`src/rtl/hd44780_ram_sequencer_if.sv`:
```
// Purpose: RAM read port plus LCD byte stream between the sequencer and its neighbours.
// Latency: none, wires only.
// Backpressure: out_ready from the bus driver stalls the byte stream.
interface hd44780_ram_sequencer_if #(
  parameter int ADDR_WIDTH = 8,
  parameter int DATA_WIDTH = 16
);
  logic [ADDR_WIDTH-1:0] raddr;
  logic [DATA_WIDTH-1:0] rdata;
  logic                  out_valid;
  logic                  out_ready;
  logic                  out_rs;
  logic [7:0]            out_byte;

  modport master (
    output raddr,
    input  rdata,
    output out_valid,
    input  out_ready,
    output out_rs,
    output out_byte
  );

  modport slave (
    input  raddr,
    output rdata,
    input  out_valid,
    output out_ready,
    input  out_rs,
    input  out_byte
  );
endinterface

```
`src/rtl/hd44780_ram_sequencer.sv`:
```
// Purpose: walks LCD command RAM entries and turns them into byte sends, timed delays or a stop.
// Latency: 3 clocks per byte (fetch, wait, send); a delay of N ticks holds N*DELAY_PRESCALE+1 clocks.
// Backpressure: a byte and raddr are held until out_ready; optional HD44780_SEQ_LOOP_EN lets STOP[0]=1 restart.
module hd44780_ram_sequencer #(
  parameter int ADDR_WIDTH     = 8,
  parameter int DATA_WIDTH     = 16,
  parameter int DELAY_PRESCALE = 1000
) (
  input  logic                  clk,
  input  logic                  reset,
  input  logic                  start,
  input  logic [ADDR_WIDTH-1:0] start_addr,
  hd44780_ram_sequencer_if.master bus,
  output logic                  busy,
  output logic                  done
);

  localparam int PW = (DELAY_PRESCALE > 1) ? $clog2(DELAY_PRESCALE) : 1;
  localparam logic [PW-1:0] PRE_MAX = PW'(DELAY_PRESCALE - 1);

  typedef enum logic [2:0] {
    S_IDLE,
    S_FETCH,
    S_WAIT,
    S_SEND,
    S_DELAY
  } state_t;

  state_t          state;
  state_t          state_nxt;
  logic [13:0]     tick_cnt;
  logic [PW-1:0]   pre_cnt;
  logic [1:0]      kind;
  logic            loop_hit;
  logic            handshake;

`ifdef HD44780_SEQ_LOOP_EN
  logic [ADDR_WIDTH-1:0] start_q;
  assign loop_hit = bus.rdata[0];
`else
  assign loop_hit = 1'b0;
`endif

  assign kind      = bus.rdata[15:14];
  assign handshake = bus.out_valid && bus.out_ready;
  assign busy      = (state != S_IDLE);

  // State register.
  always_ff @(posedge clk) begin
    if (reset) state <= S_IDLE;
    else       state <= state_nxt;
  end

  // Next-state decode; the entry in rdata is only meaningful in WAIT.
  always_comb begin
    state_nxt = state;
    case (state)
      S_IDLE:  if (start) state_nxt = S_FETCH;
      S_FETCH: state_nxt = S_WAIT;
      S_WAIT: begin
        case (kind)
          2'b00, 2'b01: state_nxt = S_SEND;
          2'b10:        state_nxt = S_DELAY;
          default:      state_nxt = loop_hit ? S_FETCH : S_IDLE;
        endcase
      end
      S_SEND:  if (handshake) state_nxt = S_FETCH;
      // The tick count reaching zero ends the delay: an N=0 entry leaves after one clock,
      // and N ticks cost exactly N full prescaler periods plus that final clock.
      S_DELAY: if (tick_cnt == 14'd0) state_nxt = S_FETCH;
      default: state_nxt = S_IDLE;
    endcase
  end

  // Address, output byte and delay counters.
  always_ff @(posedge clk) begin
    if (reset) begin
      bus.raddr     <= '0;
      bus.out_valid <= 1'b0;
      bus.out_rs    <= 1'b0;
      bus.out_byte  <= 8'd0;
      done          <= 1'b0;
      tick_cnt      <= 14'd0;
      pre_cnt       <= '0;
`ifdef HD44780_SEQ_LOOP_EN
      start_q       <= '0;
`endif
    end else begin
      done <= 1'b0;
      case (state)
        S_IDLE: begin
          if (start) begin
            bus.raddr <= start_addr;
`ifdef HD44780_SEQ_LOOP_EN
            start_q   <= start_addr;
`endif
          end
        end
        S_WAIT: begin
          case (kind)
            2'b00, 2'b01: begin
              bus.out_valid <= 1'b1;
              bus.out_byte  <= bus.rdata[7:0];
              bus.out_rs    <= kind[0];
            end
            2'b10: begin
              tick_cnt <= bus.rdata[13:0];
              pre_cnt  <= PRE_MAX;
            end
            default: begin
`ifdef HD44780_SEQ_LOOP_EN
              if (loop_hit) bus.raddr <= start_q;
              else          done      <= 1'b1;
`else
              done <= 1'b1;
`endif
            end
          endcase
        end
        S_SEND: begin
          if (handshake) begin
            bus.out_valid <= 1'b0;
            bus.raddr     <= bus.raddr + ADDR_WIDTH'(1);
          end
        end
        S_DELAY: begin
          if (tick_cnt == 14'd0) begin
            bus.raddr <= bus.raddr + ADDR_WIDTH'(1);
          end else if (pre_cnt == '0) begin
            pre_cnt  <= PRE_MAX;
            tick_cnt <= tick_cnt - 14'd1;
          end else begin
            pre_cnt <= pre_cnt - PW'(1);
          end
        end
        default: ;
      endcase
    end
  end

endmodule

```
`src/flat_wrapper.sv`:
```
// flat-port wrapper written by rule: the top's interface ports become plain ports
module hd44780_ram_sequencer_flat 
#(
  parameter int ADDR_WIDTH     = 8,
  parameter int DATA_WIDTH     = 16,
  parameter int DELAY_PRESCALE = 1000
)
  (clk, reset, start, start_addr, busy, done, bus_raddr, bus_rdata, bus_out_valid, bus_out_ready, bus_out_rs, bus_out_byte);
  hd44780_ram_sequencer_if #(.ADDR_WIDTH(ADDR_WIDTH), .DATA_WIDTH(DATA_WIDTH)) bus_i ();
  input  logic clk;
  input  logic reset;
  input  logic start;
  input  logic [ADDR_WIDTH-1:0] start_addr;
  output logic busy;
  output logic done;
  output wire logic [$bits(bus_i.raddr)-1:0] bus_raddr;
  input wire logic [$bits(bus_i.rdata)-1:0] bus_rdata;
  output wire logic [$bits(bus_i.out_valid)-1:0] bus_out_valid;
  input wire logic [$bits(bus_i.out_ready)-1:0] bus_out_ready;
  output wire logic [$bits(bus_i.out_rs)-1:0] bus_out_rs;
  output wire logic [$bits(bus_i.out_byte)-1:0] bus_out_byte;
  assign bus_raddr = bus_i.raddr;
  assign bus_i.rdata = bus_rdata;
  assign bus_out_valid = bus_i.out_valid;
  assign bus_i.out_ready = bus_out_ready;
  assign bus_out_rs = bus_i.out_rs;
  assign bus_out_byte = bus_i.out_byte;
  hd44780_ram_sequencer #(.ADDR_WIDTH(ADDR_WIDTH), .DATA_WIDTH(DATA_WIDTH), .DELAY_PRESCALE(DELAY_PRESCALE)) u_core (.clk(clk), .reset(reset), .start(start), .start_addr(start_addr), .bus(bus_i), .busy(busy), .done(done));
endmodule
```
`config.mk`:
```
export PLATFORM = sky130hd
export DESIGN_NAME = hd44780_ram_sequencer_flat
export DESIGN_NICKNAME = d
export VERILOG_FILES = /design/src/rtl/hd44780_ram_sequencer_if.sv /design/src/rtl/hd44780_ram_sequencer.sv /design/src/flat_wrapper.sv
export SDC_FILE = /design/constraint.sdc
export NUM_CORES = 1
export LEC_CHECK = 0
export ABC_AREA = 1
export CORE_ASPECT_RATIO = 1.5
export CORE_UTILIZATION = 50
export CTS_BUF_LIST = sky130_fd_sc_hd__clkbuf_8
export CTS_CLUSTER_DIAMETER = 200
export DETAILED_ROUTE_END_ITERATION = 8
export PLACE_DENSITY = 0.79
export SYNTH_ARGS = -nofsm -noshare
export SYNTH_HDL_FRONTEND = slang
export SYNTH_SLANG_ARGS = --single-unit
```
`constraint.sdc`:
```
create_clock -name clk -period 1.5 [get_ports clk]
set_input_delay 0.15 -clock clk [delete_from_list [all_inputs] [get_ports clk]]
set_output_delay 0.15 -clock clk [all_outputs]
set_load 0.02 [all_outputs]
```
==> results.sh <==
export IMPL_outcome="complete, but fails checks"
export IMPL_violations="setup timing"
export IMPL_syn_area_um2=2798
export IMPL_vias=3159
export IMPL_grt_use_met1_pct=24.94
export IMPL_clock_sinks=46
export IMPL_clock_skew_ps=10.57
export IMPL_setup_tns_ps=-1.966
export IMPL_track_usage_pct=25.06
export IMPL_hp_class="in -> reg"
export IMPL_final_cell_mix="nand2_1 (98), nor2_1 (58), nand3_1 (45), dfxtp_1 (41), clkdlybuf4s50_1 (40)"
export IMPL_timing_final_ws_setup_ps=-1.966
export IMPL_synth_area_leader_cell="dfxtp_1"
export IMPL_overflow=0
export IMPL_rows=33
export IMPL_finalNonFillerCells=581
export IMPL_cts_root_buf="clkbuf_8"
export IMPL_coreArea_um2=5409
export IMPL_ys_seq_elements=46
export IMPL_antenna_found_initial=0
export IMPL_insertedDiodeCount=0
export IMPL_clock_path_buffers=2
export IMPL_cp_num_buf_inv=3
export IMPL_die_h_um=93.62
export IMPL_cp_top_family="simple AND/OR/NAND/NOR gates"
export IMPL_synth_top_area_share_pct=32.92
export IMPL_fin_crit_sh_pct=100.1
export IMPL_first_iter_violations=129
export IMPL_die_area_um2=5905
export IMPL_seqCellArea_um2=927.1
export IMPL_pwr_density_cell_nw_per_um2=1771
export IMPL_finalMaxSlewViolations=0
export IMPL_yosys_warnings=0
export IMPL_slew_headroom_pct=78.22
export IMPL_drc=0
export IMPL_drtPass1Iterations=4
export IMPL_io_pins=48
export IMPL_die_w_um=63.08
export IMPL_tightest_slew_ps=326.4
export IMPL_syn_inst=435
export IMPL_wl_mm=7.922
export IMPL_final_min_clock_period_ps=1502
export IMPL_cts_hold_buffers=0
export IMPL_slowest_stage="dfxtp_2"
export IMPL_rsz0062_at_grt="yes"
export IMPL_placed_cells=564
export IMPL_peakVddDrop_mv=1.207
export IMPL_slowest_delay_ps=340
export IMPL_syn_nets=466
export IMPL_nFillCells=410
export IMPL_path_max_fanout=4
export IMPL_dp_hpwl_mm=4.989
export IMPL_grt_pass1_vias=2827
export IMPL_synth_area_per_cell_um2=6.431
export IMPL_endpoint_kind="register"
export IMPL_avgViaCountPerCell=5.437
export IMPL_grt_use_met3_pct=3.780
export IMPL_nets=541
export IMPL_clock_latency_ps=310
export IMPL_drive_gt1_share_pct=22.90
export IMPL_clk_pin_slew_worst_paths_ps=80
export IMPL_synth_cell_types=31
export IMPL_port_buffers=47
export IMPL_final_setup_viol_count=1
export IMPL_fmax_mhz=665.8
export IMPL_grt_pass1_wl_mm=11.79
export IMPL_htreeDepth=2
export IMPL_start_util_pct=51.72
export IMPL_met2_usage_pct=47.94
export IMPL_gp_congestion=0.8386
export IMPL_grt_busiest_layer="met2"
export IMPL_ant_nets=0
export IMPL_numCtsBuffers=5
export IMPL_cp_arrival_ps=1740
export IMPL_leakagePower_nw=1.800
export IMPL_p_total_mw=6.888
export IMPL_multi_input_area_um2=1839
export IMPL_cp_cell_sequence="inv_2 -> ha_4 -> nand3_4 -> buf_4 -> inv_1 -> nand2_1 -> o21ai_0 -> nand3_1 -> nand2_1 -> nor2_1 -> nor2_1"
export IMPL_cts_tree="done"
export IMPL_holdWs_ps=436.9
export IMPL_mostFrequentLayoutCell="nand2_1"
export IMPL_startpoint_type="register"
export IMPL_drv_cap=0
export IMPL_area_growth_syn_to_layout_pct=39.04
export IMPL_path_class="reg -> reg"
export IMPL_required_ps=1740
export IMPL_timing_hold_violations_final=0
export IMPL_grt_max_degree=29
export IMPL_synth_seq_area_share_pct=32.92
export IMPL_wl_per_cell_um=13.64
export IMPL_synth_area_leaders="dfxtp_1 (33%), nand2_1 (13%), nand3_1 (9.3%)"
## through the flow
step | setup WS [ps] | util (%) | cell area, um^2
after floorplan | 16.39 | - | 2810
after global placement | -22.09 | 64.47 | 3487
after detailed placement | -72.88 | 64.47 | 3487
after CTS | 0.4200 | 67.43 | 3647
after global routing | -127.0 | 71.92 | 3890
final | -1.966 | 71.92 | 3890
## path summary, 6_finish.rpt
kind | from | to | slack [ps] | depth (start not counted)
hold / removal | bus_rdata[6] | u_core.bus.out_byte[6] | 440 | 3
hold reg to reg | u_core.bus.out_byte[0] | u_core.bus.out_byte[0] | 490 | 2
setup / recovery | u_core.tick_cnt[1] | u_core.tick_cnt[12] | -2 | 11
setup reg to reg | u_core.tick_cnt[1] | u_core.tick_cnt[12] | -2 | 11
## worst register-to-register path, stage by stage, from the launching register on
cell and delay (ps):
dfxtp_2 340, inv_2 80, ha_4 160, nand3_4 90
buf_4 160, inv_1 100, nand2_1 70, o21ai_0 140
nand3_1 90, nand2_1 80, nor2_1 60, nor2_1 80
## power by group
part / switching [mW] / leakage (nW) / internal [mW] / total, mW
sequential: 0.278 / 0.377 / 1.54 / 1.82
clock: 0.425 / 0.0607 / 0.486 / 0.910
combinational: 2.48 / 1.36 / 1.68 / 4.16
## synthesized netlist by cell type, drive strengths merged
library cell / instances
nor4: 1
clkinv: 1
buf: 13
o21ai: 36
clkbuf: 3
or2: 1
inv: 41
o31ai: 1
nand2: 113
a21oi: 29
nor2: 74
nand4: 6
xnor2: 1
ha: 3
nand3b: 1
xor2: 6
dfxtp: 46
a31oi: 1
nand3: 57
o21bai: 1
## cell families after synthesis
family | after synthesis | synth area share, %
AOI/OAI and AO/OA | 68 | 12.39
xor gates and xnor gates | 7 | 2.191
adders and majority gates | 3 | 1.342
buffers and inverters | 58 | 9.347
DFF | 46 | 32.92
and+or+nand+nor | 253 | 41.82
## repair_timing
item | 4_1_cts | 5_1_grt
gates cloned | 1 | 3
endpoints found under the setup margin | 29 | 40
gates resized for setup | 13 | 47
pin swaps | 5 | 16
buffers inserted | 0 | 5
## metal layers
metal	wire, um	share of wire, %
met1	2898	37
met2	4353	55
met3	361	4.6
met4	309	3.9
met5	0	0
## flip-flops by register name, summed over array words and instances (netlist names)
name	count
u_core.tick_cnt	14
u_core.bus.out_rs	1
u_core.bus.raddr	8
u_core.bus.out_valid	1
u_core.done	1
u_core.pre_cnt	10
u_core.state	3
u_core.bus.out_byte	8
## final cells by class
cell class	count	area share, %
flip-flops and latches	46	23.83
multi-input cells	334	47.28
inverters	42	4.117
well taps	70	2.252
clock buffers	5	1.769
repair buffers	81	19.78
clock inverters	3	0.9649
Power figures use the tool's default switching activity.
